==> src/rtl/serial_adder_pkg.sv <==
// serial_adder_pkg
//   Shared definitions for the bit-serial adder: the default operand width and
//   the FSM state encoding used by the top-level controller.
package serial_adder_pkg;

  localparam int DEFAULT_WIDTH = 4;

  typedef enum logic [1:0] {
    ST_IDLE  = 2'd0,
    ST_SHIFT = 2'd1,
    ST_DONE  = 2'd2
  } state_t;

endpackage

==> src/rtl/serial_adder_full_adder_bit.sv <==
// full_adder_bit
//   Single-bit gate-level full adder, the addition twin of the full-subtractor
//   cell. The bit-serial adder reuses one instance of it for every bit.
// Ports
//   s    out  1  sum bit
//   cout out  1  carry out
//   a    in   1  operand A bit
//   b    in   1  operand B bit
//   cin  in   1  carry in
module full_adder_bit (
  output logic s,
  output logic cout,
  input  logic a,
  input  logic b,
  input  logic cin
);

  logic p;
  logic g;
  logic t;

  // Propagate/generate form: s = a^b^cin, cout = ab | (a^b)cin.
  xor x_prop (p, a, b);
  xor x_sum  (s, p, cin);
  and a_gen  (g, a, b);
  and a_prop (t, p, cin);
  or  o_cout (cout, g, t);

endmodule

==> src/rtl/serial_adder.sv <==
// serial_adder
//   Bit-serial unsigned adder. Operands are captured on an accepted start and
//   added LSB first, one bit per clock, through a single full-adder cell. The
//   WIDTH+1-bit result is registered as the FSM enters DONE and is flagged by a
//   one-cycle done pulse.
// Ports
//   clk    in   1        rising-edge clock
//   rst_n  in   1        asynchronous active-low reset
//   start  in   1        load a,b and begin an addition (accepted in IDLE/DONE)
//   a      in   WIDTH    operand A
//   b      in   WIDTH    operand B
//   busy   out  1        high while bits are being processed
//   done   out  1        one-cycle pulse, sum valid
//   sum    out  WIDTH+1  {carry, sum bits}, held until the next result
module serial_adder
  import serial_adder_pkg::*;
#(
  parameter int WIDTH = DEFAULT_WIDTH
) (
  input  logic             clk,
  input  logic             rst_n,
  input  logic             start,
  input  logic [WIDTH-1:0] a,
  input  logic [WIDTH-1:0] b,
  output logic             busy,
  output logic             done,
  output logic [WIDTH:0]   sum
);

  localparam int CW = (WIDTH > 2) ? $clog2(WIDTH) : 1;
  localparam logic [CW-1:0] LAST = CW'(WIDTH - 1);

  state_t state;
  state_t next_state;

  logic [WIDTH-1:0] ra;
  logic [WIDTH-1:0] rb;
  logic [WIDTH-1:0] acc;
  logic [CW-1:0]    count;
  logic             carry;
  logic             load;
  logic             fa_s;
  logic             fa_c;

  full_adder_bit u_fa (
    .s    (fa_s),
    .cout (fa_c),
    .a    (ra[0]),
    .b    (rb[0]),
    .cin  (carry)
  );

  always_ff @(posedge clk or negedge rst_n) begin
    if (!rst_n) begin
      state <= ST_IDLE;
    end else begin
      state <= next_state;
    end
  end

  // DONE accepts a new start just like IDLE so back-to-back operations lose no cycle.
  always_comb begin
    next_state = state;
    load       = 1'b0;
    case (state)
      ST_IDLE: begin
        if (start) begin
          next_state = ST_SHIFT;
          load       = 1'b1;
        end
      end
      ST_SHIFT: begin
        if (count == LAST) begin
          next_state = ST_DONE;
        end
      end
      ST_DONE: begin
        if (start) begin
          next_state = ST_SHIFT;
          load       = 1'b1;
        end else begin
          next_state = ST_IDLE;
        end
      end
      default: begin
        next_state = ST_IDLE;
      end
    endcase
  end

  // On the last shift the new carry and sum bit are not in carry/acc yet, so
  // the result is assembled straight from the adder outputs.
  always_ff @(posedge clk or negedge rst_n) begin
    if (!rst_n) begin
      ra    <= '0;
      rb    <= '0;
      acc   <= '0;
      count <= '0;
      carry <= 1'b0;
      sum   <= '0;
    end else if (load) begin
      ra    <= a;
      rb    <= b;
      acc   <= '0;
      count <= '0;
      carry <= 1'b0;
    end else if (state == ST_SHIFT) begin
      acc   <= {fa_s, acc[WIDTH-1:1]};
      ra    <= ra >> 1;
      rb    <= rb >> 1;
      carry <= fa_c;
      count <= count + CW'(1);
      if (count == LAST) begin
        sum <= {fa_c, fa_s, acc[WIDTH-1:1]};
      end
    end
  end

  assign busy = (state == ST_SHIFT);
  assign done = (state == ST_DONE);

endmodule
==> config.mk <==
export PLATFORM = sky130hd
export DESIGN_NAME = serial_adder
export DESIGN_NICKNAME = d
export VERILOG_FILES = /design/src/rtl/serial_adder_pkg.sv /design/src/rtl/serial_adder_full_adder_bit.sv /design/src/rtl/serial_adder.sv
export SDC_FILE = /design/constraint.sdc
export NUM_CORES = 1
export LEC_CHECK = 0
export BUFFER_PORTS_ARGS = -buffer_cell sky130_fd_sc_hd__buf_4
export CORE_MARGIN = 5
export CORE_UTILIZATION = 30
export DETAILED_ROUTE_END_ITERATION = 12
export GPL_ROUTABILITY_DRIVEN = 1
export SLEW_MARGIN = 5
export SYNTH_ARGS = -nofsm -noshare
export SYNTH_HDL_FRONTEND = slang
export SYNTH_SLANG_ARGS = --single-unit
==> constraint.sdc <==
create_clock -name clk -period 4.2 [get_ports clk]
set_input_delay 1.26 -clock clk [delete_from_list [all_inputs] [get_ports clk]]
set_output_delay 1.26 -clock clk [all_outputs]
set_load 0.01 [all_outputs]
==> results.rst <==
.. list-table::
   :header-rows: 1

   * - Metric
     - Value
   * - Area grow syn2layout
     - 18.2%
   * - Average vias per placed instance
     - 4.61
   * - Overall die area
     - ~4600 um^2
   * - Largest driver fanout on the critical path
     - 15
   * - RD Place Congestion
     - 0.757
   * - Final WS setup
     - 1.58 ns
   * - Setup repair after global routing missed its margin
     - no
   * - Proportion of layout cells with a drive suffix above 1
     - 0.347
   * - Part of the power in registers
     - 0.437
   * - Number of global-route vias before repair
     - 694
   * - Die X
     - 67.6 um
   * - Starting utilization of the core area
     - 0.303
   * - Post-route minimum period
     - 2.62 ns
   * - Syn avg cell area
     - between 10 and 15 um^2
   * - Combinational power share
     - 0.454
   * - Area of the core region
     - ~3300 um^2
   * - Post-placement setup slack
     - 1.91 ns
   * - Leakage power summed over all cells
     - 0.540 nW
   * - Number of vias in the routed layout
     - between 600 and 700
   * - Origin of the critical flop-to-flop path
     - carry$_DFFE_PN0P_
   * - Count of port buffers added during placement
     - 17
   * - Placement row count
     - 21
   * - Worst-path clk slew
     - roughly 0.11 ns
   * - CP Cell Sequence
     - nand2b_4 > inv_8 > buf_4
   * - Data arrival, critical path
     - 1.36 ns
   * - Number of pins exceeding their max-slew limit in the final report
     - 0
   * - Clock power share
     - 0.109
   * - Fraction of synthesized cell area taken by the top area cell type
     - 0.528
   * - Power density cells
     - roughly 750 nW/um^2
   * - Top-level port count
     - 18
   * - Critical path launch point
     - state[0]$_DFFE_PN0P_
   * - Net count after synthesis
     - 91
   * - Residual overflow from global routing
     - 0
   * - Setup Fix Bufs, Post-CTS
     - 0
   * - Sum of negative setup slack
     - 0 ns
   * - Tightest slew margin relative to the limit
     - 0.683
   * - Critical path's slowest cell
     - sky130_fd_sc_hd__dfrtp_1
   * - Master cell of the clock root buffer
     - sky130_fd_sc_hd__clkbuf_4
   * - CTS Buf Count
     - 3
   * - Height of the die
     - between 60 and 70 um
   * - Proportion of synthesized chip area in sequential cells
     - 0.528
   * - Max Freq
     - 382 MHz
   * - Detailed Place HPWL
     - ~1400 um
   * - Kind of launch point of the worst setup path
     - flip-flop
   * - Largest net degree at the start of global routing
     - 22
   * - All-layer global routing usage
     - 0.0945
   * - Routed length per placed instance
     - 12.9 um
   * - Total setup violations reported at the end of the flow
     - 0
   * - Antenna violations before repair
     - 0
   * - Register-to-register path setup slack
     - roughly 2.8 ns
   * - FF-to-FF path depth
     - 4
   * - Path category of the worst min-delay check
     - flip-flop to flip-flop
   * - CTS H-tree lvls
     - 1
   * - Status
     - complete, no violations
   * - Number of cells produced by synthesis
     - 78
   * - Insertion delay of the later-clocked pin in the worst-skew pair
     - ~0.3 ns
   * - Clk sinks
     - 21
   * - End of the worst register-to-register path
     - acc[3]$_DFFE_PN0P_
   * - Count of final hold-check violations
     - 0
   * - Iteration-0 DRC Markers
     - 16
   * - Resized Gates After CTS
     - 0
   * - Critical path class
     - flip-flop to primary output
   * - Syn. warnings
     - 0
   * - Detailed-routing iteration count for the pre-antenna-repair pass
     - 4
   * - Req. time, crit path
     - 2.94 ns
   * - Drc violations
     - 0
   * - Critical path endpoint
     - busy
   * - Net switching power
     - roughly 0.32 mW
   * - Remaining antenna violation count after routing
     - 0
   * - Number of violations of the max-capacitance limit
     - 0
   * - Min Hold Slack
     - about 0.52 ns
   * - Cell taking the most area after synthesis
     - sky130_fd_sc_hd__dfrtp_1
   * - Cell Int Power
     - 0.557 mW
   * - CP endpoint kind
     - primary output
   * - Share of the clock period used by the worst path after layout
     - 0.623
   * - Yosys cell types
     - 23
   * - Worst supply voltage drop on vdd
     - 0.382 mV
   * - Number of diodes added for antenna fixing
     - 0
   * - Final net count
     - 109
   * - Global-route wire length before repair
     - 3200 um
   * - Switching power as a share of total power
     - 0.368
   * - Clock buffer depth
     - 2
   * - Register bit count reported by yosys
     - 21
   * - Post-Route Skew
     - about 0.0046 ns
   * - CTS tree
     - built
   * - Actual transition at the worst max-transition pin
     - roughly 0.48 ns
   * - Cts-stage hold buffer count
     - 0
   * - Delay of the slowest critical-path stage
     - 0.65 ns
   * - Summed instance area of the synthesized netlist
     - 995 um^2
   * - Main area contributors after synthesis
     - sky130_fd_sc_hd__dfrtp_1 53%, sky130_fd_sc_hd__mux2_4 7.5%, sky130_fd_sc_hd__mux2_2 5.7%
   * - Final routed wirelength across all metal layers
     - approximately 1800 um
power groups by stage:
| stage | Clock [mW] | Combinational [mW] | Sequential [mW] |
|---|---|---|---|
| 2_1_floorplan | 0 | 0.329 | 0.363 |
| 6_report | 0.0961 | 0.400 | 0.385 |
| 3_5_place_dp | 0 | 0.403 | 0.391 |
| 3_3_place_gp | 0 | 0.393 | 0.385 |
| 5_1_grt | 0.110 | 0.448 | 0.401 |
| 4_1_cts | 0.102 | 0.407 | 0.386 |
state kept, by name, summed over array words and instances, names as in the netlist:
register,cells
rb,4
carry,1
state,2
sum,5
ra,4
acc,3
count,2
cells in the final DEF (no fill, tap or decap), types with 2 or more instances in the layout:
| cell type | count |
|---|---|
| sky130_fd_sc_hd__mux2_4 | 5 |
| sky130_fd_sc_hd__nor2b_1 | 4 |
| sky130_fd_sc_hd__o22ai_1 | 4 |
| sky130_fd_sc_hd__o21ai_0 | 3 |
| sky130_fd_sc_hd__mux2_2 | 5 |
| sky130_fd_sc_hd__mux2i_1 | 2 |
| sky130_fd_sc_hd__a21oi_1 | 2 |
| sky130_fd_sc_hd__nand2b_1 | 2 |
| sky130_fd_sc_hd__nor3_1 | 4 |
| sky130_fd_sc_hd__buf_4 | 17 |
| sky130_fd_sc_hd__nor2_1 | 6 |
| sky130_fd_sc_hd__dfrtp_1 | 21 |
| sky130_fd_sc_hd__clkbuf_4 | 3 |
| sky130_fd_sc_hd__a22o_1 | 6 |
| sky130_fd_sc_hd__a211oi_1 | 2 |
worst min path at each step:
stage                              start              endpoint  slack [ns]  cells after the start
global route          sum[3]$_DFFE_PN0P_    sum[3]$_DFFE_PN0P_        0.55                      1
detailed placement    sum[2]$_DFFE_PN0P_    sum[2]$_DFFE_PN0P_        0.49                      1
finish                 rb[3]$_DFFE_PN0P_     rb[3]$_DFFE_PN0P_        0.52                      1
global placement      sum[2]$_DFFE_PN0P_    sum[2]$_DFFE_PN0P_        0.50                      1
CTS                   sum[2]$_DFFE_PN0P_    sum[2]$_DFFE_PN0P_        0.53                      1
floorplan           count[0]$_DFFE_PN0P_  count[0]$_DFFE_PN0P_        0.46                      1
per-layer routing:
layer	up-vias	wire, um	global-route usage
li1	315	-	-
met1	319	816	0.123
met2	16	874	0.143
met3	0	131	0.0399
met4	0	0	0.0253
met5	-	0	0
cells in the mapped netlist:
library cell               count
sky130_fd_sc_hd__inv_1         1
sky130_fd_sc_hd__buf_6         2
sky130_fd_sc_hd__a211oi_1      2
sky130_fd_sc_hd__nand2b_1      2
sky130_fd_sc_hd__o22ai_1       4
sky130_fd_sc_hd__a22o_1        6
sky130_fd_sc_hd__nand3_1       1
sky130_fd_sc_hd__o21ai_0       3
sky130_fd_sc_hd__mux2i_1       2
sky130_fd_sc_hd__a21oi_1       2
sky130_fd_sc_hd__ha_1          1
sky130_fd_sc_hd__nand2_1       1
sky130_fd_sc_hd__nor3_1        4
sky130_fd_sc_hd__mux2_4        5
sky130_fd_sc_hd__dfrtp_1      21
sky130_fd_sc_hd__nor2b_1       4
sky130_fd_sc_hd__nand2_8       1
sky130_fd_sc_hd__fa_1          1
sky130_fd_sc_hd__nor2_1        6
sky130_fd_sc_hd__nand2b_4      1
sky130_fd_sc_hd__inv_8         1
sky130_fd_sc_hd__clkbuf_1      2
sky130_fd_sc_hd__mux2_2        5
critical path: cells and delay by family, from the launching register on:
kind	cells	cell delay, ns
buffers and inverters	2	0.24
flip-flops	1	0.65
AND/OR/NAND/NOR	1	0.17
cell families after synthesis:
logic type               Yosys count  share of synthesized area
multiplexers                      12                      0.152
AND/OR/NAND/NOR                   20                      0.123
adder cells (fa/ha/maj)            2                     0.0327
buffers and inverters              6                     0.0453
flip-flops                        21                      0.528
AO/OA/AOI/OAI                     17                      0.118
area by class of cell:
cell class                      count  area, um^2
Multi-Input combinational cell     51         424
Inverter                            2        15.0
Tap cell                           46        57.6
Timing Repair Buffer               17         128
Sequential cell                    21         526
Fill cell                         334        2110
Clock buffer                        4        26.3
stage by stage:
stage                     total power [mW]  cell area [um^2]  utilization  std cells
after global placement               0.778              1150        0.350        137
after detailed placement             0.794              1150        0.350        137
after global routing                 0.959              1180        0.358        141
final                                0.881              1180        0.358        141
after CTS                            0.896              1180        0.358        141
after floorplan                      0.692               995            -         78
No activity file was read; power rests on OpenSTA's default activity.
